[src/rtl/fb_mem_responder_pkg.sv]
// Shared types for the framebuffer memory responder: FSM states, requester
// identities and the RAM byte-enable rule.
package fb_mem_responder_pkg;

   typedef enum logic [1:0] {
      IDLE,
      ISSUE,
      WAIT,
      ACK
   } fb_resp_state_t;

   typedef enum logic {
      REQ_VGA,
      REQ_CPU
   } fb_requester_t;

   localparam logic [1:0] BE_ALL = 2'b11;

   // Writes use the CPU byte selects; every read fetches the full word.
   function automatic logic [1:0] ram_be_for(input logic wr, input logic [1:0] bytesel);
      return wr ? bytesel : BE_ALL;
   endfunction

endpackage

[src/rtl/fb_rd_latency_counter.sv]
// Counts the RAM read-latency cycles spent in WAIT and flags the cycle in
// which ram_rdata is valid and must be captured.
module fb_rd_latency_counter #(
   parameter int RD_LATENCY = 1
) (
   input  logic clk,
   input  logic reset,
   input  logic load,
   input  logic en,
   output logic capture
);

   logic [1:0] cnt;

   // Load the latency when the read is issued, then count down once per WAIT cycle.
   always_ff @(posedge clk) begin
      if (!reset) begin
         cnt <= 2'd0;
      end else if (load) begin
         cnt <= 2'(RD_LATENCY);
      end else if (en && (cnt != 2'd0)) begin
         cnt <= cnt - 2'd1;
      end
   end

   assign capture = en && (cnt == 2'd1);

endmodule

[src/rtl/fb_mem_responder.sv]
// Framebuffer memory responder: arbitrates VGA prefetch reads and CPU
// word/byte accesses onto one single-port synchronous video RAM.
module fb_mem_responder
   import fb_mem_responder_pkg::*;
#(
   parameter int RD_LATENCY = 1
) (
   input  logic        clk,
   input  logic        reset,
   input  logic        fb_access,
   input  logic [15:0] fb_address,
   output logic        fb_ack,
   output logic [15:0] fb_data,
   input  logic        cpu_access,
   input  logic        cpu_wr_en,
   input  logic [15:0] cpu_address,
   input  logic [1:0]  cpu_bytesel,
   input  logic [15:0] cpu_wdata,
   output logic        cpu_ack,
   output logic [15:0] cpu_rdata,
   output logic [15:0] ram_addr,
   output logic        ram_wr_en,
   output logic [1:0]  ram_be,
   output logic [15:0] ram_wdata,
   input  logic [15:0] ram_rdata
);

   fb_resp_state_t state_q, state_d;
   fb_requester_t  req_q, last_q;
   logic           wr_q;
   logic           grant, grant_vga, go_ack, ld_cnt, cnt_en, capture;

   fb_rd_latency_counter #(
      .RD_LATENCY (RD_LATENCY)
   ) u_lat (
      .clk     (clk),
      .reset   (reset),
      .load    (ld_cnt),
      .en      (cnt_en),
      .capture (capture)
   );

   // State register.
   always_ff @(posedge clk) begin
      if (!reset) state_q <= IDLE;
      else        state_q <= state_d;
   end

   // Next state, grant decision and sequencing strobes.
   always_comb begin
      state_d   = state_q;
      grant     = 1'b0;
      grant_vga = 1'b0;
      go_ack    = 1'b0;
      ld_cnt    = 1'b0;
      cnt_en    = 1'b0;
      case (state_q)
         IDLE: begin
            if (fb_access || cpu_access) begin
               grant = 1'b1;
               // VGA wins a tie only when the CPU had the previous grant.
               grant_vga = fb_access && (!cpu_access || (last_q == REQ_CPU));
               state_d   = ISSUE;
            end
         end
         ISSUE: begin
            if (wr_q) begin
               state_d = ACK;
               go_ack  = 1'b1;
            end else begin
               state_d = WAIT;
               ld_cnt  = 1'b1;
            end
         end
         WAIT: begin
            cnt_en = 1'b1;
            if (capture) begin
               state_d = ACK;
               go_ack  = 1'b1;
            end
         end
         ACK:     state_d = IDLE;
         default: state_d = IDLE;
      endcase
   end

   // Registered RAM drive, read-data capture and ack pulses.
   always_ff @(posedge clk) begin
      if (!reset) begin
         req_q     <= REQ_VGA;
         last_q    <= REQ_CPU;
         wr_q      <= 1'b0;
         ram_addr  <= '0;
         ram_be    <= '0;
         ram_wdata <= '0;
         ram_wr_en <= 1'b0;
         fb_data   <= '0;
         cpu_rdata <= '0;
         fb_ack    <= 1'b0;
         cpu_ack   <= 1'b0;
      end else begin
         ram_wr_en <= 1'b0;
         fb_ack    <= 1'b0;
         cpu_ack   <= 1'b0;
         if (grant) begin
            if (grant_vga) begin
               req_q    <= REQ_VGA;
               last_q   <= REQ_VGA;
               wr_q     <= 1'b0;
               ram_addr <= fb_address;
               ram_be   <= BE_ALL;
            end else begin
               req_q     <= REQ_CPU;
               last_q    <= REQ_CPU;
               wr_q      <= cpu_wr_en;
               ram_addr  <= cpu_address;
               ram_be    <= ram_be_for(cpu_wr_en, cpu_bytesel);
               ram_wdata <= cpu_wdata;
               // An empty byte mask still runs the sequence but never strobes the RAM.
               ram_wr_en <= cpu_wr_en && (cpu_bytesel != 2'b00);
            end
         end
         if (capture) begin
            if (req_q == REQ_VGA) fb_data   <= ram_rdata;
            else                  cpu_rdata <= ram_rdata;
         end
         if (go_ack) begin
            fb_ack  <= (req_q == REQ_VGA);
            cpu_ack <= (req_q == REQ_CPU);
         end
      end
   end

endmodule

[config.mk]
export PLATFORM = sky130hd
export DESIGN_NAME = fb_mem_responder
export DESIGN_NICKNAME = d
export VERILOG_FILES = /design/src/rtl/fb_mem_responder_pkg.sv /design/src/rtl/fb_rd_latency_counter.sv /design/src/rtl/fb_mem_responder.sv
export SDC_FILE = /design/constraint.sdc
export NUM_CORES = 1
export LEC_CHECK = 0
export BUFFER_PORTS_ARGS = -buffer_cell sky130_fd_sc_hd__clkbuf_2
export CORE_MARGIN = 3
export CORE_UTILIZATION = 50
export DETAILED_ROUTE_END_ITERATION = 12
export PLACE_DENSITY = 0.86
export SKIP_LAST_GASP = 1
export SLEW_MARGIN = 20
export SYNTH_ARGS = -nofsm -noshare
export SYNTH_HDL_FRONTEND = slang
export SYNTH_SLANG_ARGS = --single-unit
[constraint.sdc]
create_clock -name clk -period 3.27 [get_ports clk]
set_input_delay 0.8175 -clock clk [delete_from_list [all_inputs] [get_ports clk]]
set_output_delay 0.8175 -clock clk [all_outputs]
set_load 0.02 [all_outputs]
======== Yosys cells after proc, flatten, opt, wreduce, memory -nomap -nowiden ========
Index checks and enable logic that the tools add are counted.
operators by class
  equal/unequal tests ..................... 6
  reductions and logical operators ........ 18
  $add $sub $neg .......................... 1
  mux-type cells .......................... 21
  bitwise operators ....................... 4
operators with widths
  operator                                                                number
  16-bit 2-to-1 mux                                                       1
  1-bit 2-to-1 mux                                                        14
  2-bit AND reduction                                                     5
  2-bit 2-to-1 mux                                                        4
  2-bit one-hot mux with 4 select lines                                   1
  2-bit nonzero test                                                      3
  2-bit by 1-bit equality test with 1-bit output (second input constant)  2
  2-bit equality test (second input constant)                             2
  1-bit logical AND                                                       4
  2-bit inequality test (second input constant)                           2
  1-bit NOT                                                               4
  3-bit OR reduction                                                      1
  2-bit logical NOT                                                       1
  1-bit logical OR                                                        2
  1-bit one-hot mux with 2 select lines                                   1
  2-bit OR reduction                                                      1
  2-bit by 1-bit subtractor with 2-bit output (second input constant)     1
  1-bit logical NOT                                                       1
word-level totals
  word-level logic and storage cells ...... 64
  flip-flop bits (word level) ............. 76
  output and inout bits ................... 69

======== Depth between registers and ports, before layout ========
Gate-level depths: netlist (run 1).
  depth after elaboration ................. 7
  depth in mapped cells ................... 8
  depth with buffers taken out ............ 5

======== Cells and area by module ========
From an unflattened synthesis (run 1), not the netlist that was laid out.
unflattened totals
  cells, all modules ...................... 374
  area total of the unflattened synthesis .. 3,221.8 sq um
by module, submodules not included
  module                 instances  cells each  area each (sq um)
  fb_mem_responder       1          360         3,075.4
  fb_rd_latency_counter  1          14          146.4

======== Worst setup path after synthesis (run 1) ========
Ideal clock, no wire load.
  path kind ............................... in2reg
  start ................................... in fb_access
  end ..................................... reg ram_addr[10]
  setup slack ............................. 1.579 ns
  arrival ................................. 1.555 ns
  cell stages on the path ................. 5
  cell sequence ........................... buf_6 inv_4 a211oi_4 buf_6 a211oi_1
on the way
  cells in the longest elaborated chain, start to end .. 4
RTL lines
  what                                                   line                                            source
  start: declaration                                     fb_mem_responder.sv:10                          input logic fb_access,
  1-bit logical AND or 1-bit logical OR (tied branches)  fb_mem_responder.sv:62, fb_mem_responder.sv:59
  1-bit 2-to-1 mux                                       fb_mem_responder.sv:59                          if (fb_access || cpu_access) begin
  1-bit 2-to-1 mux                                       fb_mem_responder.sv:57                          case (state_q)
  16-bit 2-to-1 mux                                      fb_mem_responder.sv:106                         if (grant_vga) begin
  end signal: assignment                                 fb_mem_responder.sv:110                         ram_addr <= fb_address;
  end signal: assignment                                 fb_mem_responder.sv:116                         ram_addr <= cpu_address;
  end: declaration                                       fb_mem_responder.sv:21                          output logic [15:0] ram_addr,
Several ways; a longest one is shown, not always the timed one.
A chain may end at the register's enable or synchronous reset.

======== Worst setup path in the final report (run 1) ========
  start ................................... reg state_q[0]
  end ..................................... reg ram_addr[8]
on the way
  cells in the longest elaborated chain, start to end .. 3
RTL lines
  what                      line                     source
  start: declaration        fb_mem_responder.sv:28   fb_resp_state_t state_q, state_d;
  start signal: assignment  fb_mem_responder.sv:46   else state_q <= state_d;
  2-bit logical NOT *       fb_mem_responder.sv:57
  1-bit 2-to-1 mux          fb_mem_responder.sv:57
  16-bit 2-to-1 mux         fb_mem_responder.sv:106
Every way passes the cells marked *; elsewhere a longest branch is shown, timed or not.

==> out/qor.yml, run 1 <==
fmax_ghz: 0.472
whs_ns: 0.455
grt_overflow_total: 0
crit_type: "reg -> reg"
cts_setup_buffers: 0
routedWlPerCell_um: 14.1
dieArea_um2: 7360
p_int_uw: 1720
finalWeightedCongestion: 0.798
synth_edf_count: 0
cts_made_buffers: 9
synth.top_cell.area_share_pct: 47.8
hold_viol: 0
synthTopCellsByArea: "dfxtp_1, nand2_1, a21oi_1, o21ai_0, a211oi_1"
cp_slowest_cell: "a211oi_4"
yosysUniqueCellTypes: 33
grtUsageMet2_pct: 33.5
max_cap_violations: 0
grt_first_pass_wirelength_mm: 13.1
end_kind: "register"
synth_most_common_cell: "dfxtp_1"
clk_latency_ns: 0.34
grt_util_met1_pct: 29.4
critPathLaunchType: "register"
max_stage_delay_ns: 0.71
syn2layout_area_growth_pct: 25.9
use_met3_pct: 5.57
htree_levels: 3
worst_pin_slew_ns: 0.786
cp_cell_sequence: "inv_1 -> ha_1 -> buf_4 -> inv_1 -> a211oi_4 -> a211oi_1"
final_layout_size_suffix_gt1_share_pct: 32.7
fin_setup_tns_ns: 0
skew_ns: 0.00937
netSwitchingFraction_pct: 37.6
setup_viol: 0
grt_pass1_vias: 2813
die_h_um: 85.8
start_util_pct: 52.5
cts_resized: 0
setup_ws_ns: 1.15
path_max_fanout: 21
die_w_um: 85.8
pre_cts_ws_ns: 0.939
hold_path.class: "reg -> reg"
layout.nets: 569
hold-path-endpoint: "cpu_rdata[9]$_SDFFE_PN0P_"
ys_dominant_reg_cell: "dfxtp_1"
crit_start: "state_q[0]$_SDFFE_PN0P_"
period_share_pct: 64.8
synth-async-reset-ratio_pct: 0
maxSlewViolCount: 0
viasPerCell: 5.49
rr_worst_depth: 6
grt_antenna_before_repair: 0
r2r-end: "ram_addr[8]$_SDFFE_PN0N_"
core-area_um2: 6060
rows: 28
holdPathStages: 2
drtPass1Iterations: 4
cts_root_buf: "clkbuf_8"
drt_wl_total_mm: 8.08
ir_worst_vdd_v: 0.000476
ys_ff_latch: 76
synth_fp_nets: 448
cts_tree: "done"
seq_power_share_pct: 42.3
grt_usage_pct: 22.2
synth-seq-area-share_pct: 47.8
finalCriticalPeriod_ns: 2.12
dp.cells: 557
r2r_slack_ns: 1.15
fin_cells: 573
busiest_layer: "met2"
synth_top_cell_by_area: "dfxtp_1"
grt_max_degree: 29
drc: 0
p_sw_uw: 1040
min-delay-start: "cpu_rdata[9]$_SDFFE_PN0P_"
pwr-share-comb_pct: 31.6
vias: 3145
io_buffers: 139
rsz0062_at_grt: "false"
clockBufferDepth: 2
cpMostUsedCell: "inv_1"
path_clk_slew_ns: 0.08
synth-warning-count: 0
cp.arrival_ns: 2.31
syn_avg_cell_area_um2: 8.56
drt_iter0_markers: 122
diodes: 0
antenna_left: 0
leakage_uw: 0.00174
post-dp-hpwl_mm: 5.73
synth_cells: 372
ioPinCount: 140
syn_area_um2: 3180
outcome: "complete, no violations"
cts_num_sinks: 76
cp_data_required_time_ns: 3.46
maxSlewHeadroom_pct: 47.3
ys_top_cells_by_count: "dfxtp_1, nand2_1, a21oi_1"
power_frac_clock_pct: 26.1
r2r_start: "state_q[0]$_SDFFE_PN0P_"
cts-hold-fix-buffers: 0
p_per_area_nw_per_um2: 687
## final cells by class
| class | instances | area (um2) |
|---|---|---|
| fill | 531 | 2050 |
| sequential | 76 | 1520 |
| multi-input combinational | 235 | 1360 |
| timing repair buffer | 142 | 718 |
| clock buffer | 10 | 138 |
| inverter | 29 | 116 |
| tap | 75 | 93.8 |
| clock inverter | 6 | 63.8 |
## cell usage in the layout, fill, tap and decap left out, types with 2 or more instances in the layout
| master | n |
|---|---|
| inv_4 | 3 |
| buf_4 | 3 |
| clkbuf_8 | 10 |
| clkinv_2 | 2 |
| nor2b_1 | 2 |
| clkinvlp_4 | 2 |
| o2111ai_1 | 16 |
| inv_1 | 25 |
| dfxtp_1 | 76 |
| ha_1 | 5 |
| nor2_1 | 4 |
| nand2_1 | 70 |
| a211oi_1 | 19 |
| a2111oi_0 | 15 |
| clkbuf_2 | 139 |
| o21a_1 | 3 |
| a21oi_1 | 52 |
| o21ai_0 | 34 |
## kinds of logic after synthesis
| group | after synthesis | share of synthesized area (%) |
|---|---|---|
| flip-flops | 76 | 47.8 |
| adder cells (fa/ha/maj) | 5 | 1.96 |
| buffers and inverters | 61 | 9.63 |
| AO/OA/AOI/OAI | 144 | 28.9 |
| XOR/XNOR | 1 | 0.275 |
| AND/OR/NAND/NOR | 84 | 11.1 |
| multiplexers | 1 | 0.314 |
## metal layers
| layer | routed length (um) | up-vias |
|---|---|---|
| li1 | - | 1559 |
| met1 | 3520 | 1406 |
| met2 | 3600 | 166 |
| met3 | 809 | 14 |
| met4 | 150 | 0 |
| met5 | 0 | - |
## power groups by stage
stage / registers (uW) / clock network, uW / logic (uW)
finish: 1160 / 719 / 871
global route: 1180 / 778 / 966
CTS: 1160 / 730 / 873
detailed placement: 1180 / 0 / 871
global placement: 1180 / 0 / 846
floorplan: 1290 / 0 / 527
## sequential cells by signal (all words and copies together) (netlist names), 2 cells and up
signal / flops
cpu_rdata: 16
ram_addr: 16
ram_be: 2
u_lat.cnt: 2
state_q: 2
ram_wdata: 16
fb_data: 16
## how the worst max path moves through the flow
| stage | slack, ns | end |
|---|---|---|
| 3_5_place_dp | 0.94 | ram_addr[8]$_SDFFE_PN0N_ |
| 4_1_cts | 1.17 | ram_addr[8]$_SDFFE_PN0N_ |
| 2_1_floorplan | 1.58 | ram_addr[10]$_SDFFE_PN0N_ |
| 6_report | 1.15 | ram_addr[8]$_SDFFE_PN0N_ |
| 3_3_place_gp | 0.99 | ram_addr[3]$_SDFFE_PN0N_ |
| 5_1_grt | 0.96 | ram_addr[8]$_SDFFE_PN0N_ |
## stage by stage
step           total power (uW)  util [%]  cell area, um2
2_1_floorplan              1820         -            3180
3_3_place_gp               2020      62.8            3810
3_5_place_dp               2050      62.8            3810
4_1_cts                    2770      66.1            4010
5_1_grt                    2930      66.1            4010
6_report                   2750      66.1            4010
## critical path, delay by kind of cell, from the launching register on
family,cells,cell delay (ns)
AOI/OAI and AO/OA,2,0.89
adders and majority gates,1,0.14
buffers and inverters,3,0.59
DFF,1,0.34
(Power assumes the default switching activity.)
==> run 2, diff against run 1 <==
CORE_UTILIZATION = 47   (was 50)
PLACE_DENSITY = 0.81   (was 0.86)
clock period = 2.1 ns   (was 3.27 ns; I/O delays follow)
==> out/qor.yml, run 2 (synthesized netlist as in run 1, its figures left out) <==
hold_viol: 0
grt_pass1_vias: 2984
holdPathStages: 3
skew_ns: 0.00756
drtPass1Iterations: 4
final_common_cell: "clkbuf_2"
cp.arrival_ns: 2.10
diodes: 0
grt_usage_pct: 21.1
dieArea_um2: 7800
die_w_um: 88.3
path_clk_slew_ns: 0.08
cts_made_buffers: 9
setup_viol: 0
outcome: "complete, no violations"
cts_root_buf: "clkbuf_8"
core-area_um2: 6460
layout.nets: 576
rsz0062_at_grt: "false"
max_cap_violations: 0
whs_ns: 0.405
clk_latency_ns: 0.33
cp_data_required_time_ns: 2.38
rows: 29
critPathLaunchType: "register"
worst_pin_slew_ns: 0.611
fmax_ghz: 0.548
cp_slowest_cell: "nor3b_4"
end_kind: "register"
seq_power_share_pct: 40.5
start_util_pct: 49.3
finalWeightedCongestion: 0.756
syn2layout_area_growth_pct: 28.5
rr_worst_depth: 6
power_frac_clock_pct: 27.1
crit_type: "reg -> reg"
cts_resized: 0
ir_worst_vdd_v: 0.000618
drt_wl_total_mm: 8.23
pwr-share-comb_pct: 32.4
p_per_area_nw_per_um2: 1080
post-dp-hpwl_mm: 5.91
grt_overflow_total: 0
clockBufferDepth: 2
grt_antenna_before_repair: 0
cp_cell_sequence: "inv_1 -> ha_1 -> buf_4 -> nand2_1 -> nor3b_4 -> o211a_1"
viasPerCell: 5.42
cts-hold-fix-buffers: 0
final_cell_mix: "clkbuf_2, dfxtp_1, nand2_1"
finalInstanceArea_um2: 4090
maxSlewHeadroom_pct: 59.3
p_sw_uw: 1590
htree_levels: 3
finalCriticalPeriod_ns: 1.83
antenna_left: 0
vias: 3154
routedWlPerCell_um: 14.1
post-route-util_pct: 63.3
netSwitchingFraction_pct: 36.0
leakage_uw: 0.00179
p_int_uw: 2840
ioPinCount: 140
io_buffers: 139
cts_setup_buffers: 0
path_max_fanout: 20
drc: 0
die_h_um: 88.3
grt_max_degree: 52
postPlaceCellArea_um2: 3870
cts_tree: "done"
final_layout_size_suffix_gt1_share_pct: 33.3
hold_path.class: "in -> reg"
grt_first_pass_wirelength_mm: 13.1
drt_iter0_markers: 118
fin_setup_tns_ns: 0
period_share_pct: 86.9
max_stage_delay_ns: 0.37
cts_num_sinks: 76
maxSlewViolCount: 0
==> run 2: metrics by stage <==
step / total power, uW / worst slack, ns / instances
2_1_floorplan: 2830 / 0.702 / 372
3_3_place_gp: 3200 / 0.329 / 566
3_5_place_dp: 3260 / 0.286 / 566
4_1_cts: 4470 / 0.275 / 582
5_1_grt: 4700 / 0.120 / 582
6_report: 4430 / 0.274 / 582
==> run 2: power by group through the flow <==
stage	combinational [uW]	sequential, uW	clock, uW
3_5_place_dp	1430	1820	0
6_report	1440	1790	1200
5_1_grt	1580	1820	1300
2_1_floorplan	821	2010	0
3_3_place_gp	1390	1820	0
4_1_cts	1440	1800	1230
==> run 2: critical path, delay by kind of cell, from the launching register on <==
family,cells,cell delay (ns)
DFF,1,0.33
adders and majority gates,1,0.18
AOI/OAI and AO/OA,1,0.18
buffers and inverters,2,0.33
and+or+nand+nor,2,0.73
==> run 2: layer usage <==
layer | track usage [%] | vias to the layer above | part of all wire, %
met3 | 5.03 | 13 | 8.5
li1 | - | 1565 | -
met5 | 0 | - | 0
met4 | 9.07 | 0 | 2.0
met2 | 36.0 | 135 | 48
met1 | 25.3 | 1441 | 42
==> run 2: final timing paths <==
| kind | start | end | slack, ns |
|---|---|---|---|
| setup / recovery | state_q[0]$_SDFFE_PN0P_ | ram_wr_en$_SDFF_PP0_ | 0.27 |
| setup reg to reg | state_q[0]$_SDFFE_PN0P_ | ram_wr_en$_SDFF_PP0_ | 0.27 |
| hold / removal | fb_address[0] | ram_addr[0]$_SDFFE_PN0N_ | 0.41 |
| hold reg to reg | cpu_rdata[9]$_SDFFE_PN0P_ | cpu_rdata[9]$_SDFFE_PN0P_ | 0.45 |
==> run 2: layout make-up <==
| type | instances | area [um2] |
|---|---|---|
| Tap cell | 77 | 96.3 |
| Inverter | 29 | 116 |
| Fill cell | 574 | 2370 |
| Timing Repair Buffer | 149 | 783 |
| Multi-Input combinational cell | 235 | 1360 |
| Clock buffer | 12 | 145 |
| Clock inverter | 4 | 72.6 |
| Sequential cell | 76 | 1520 |
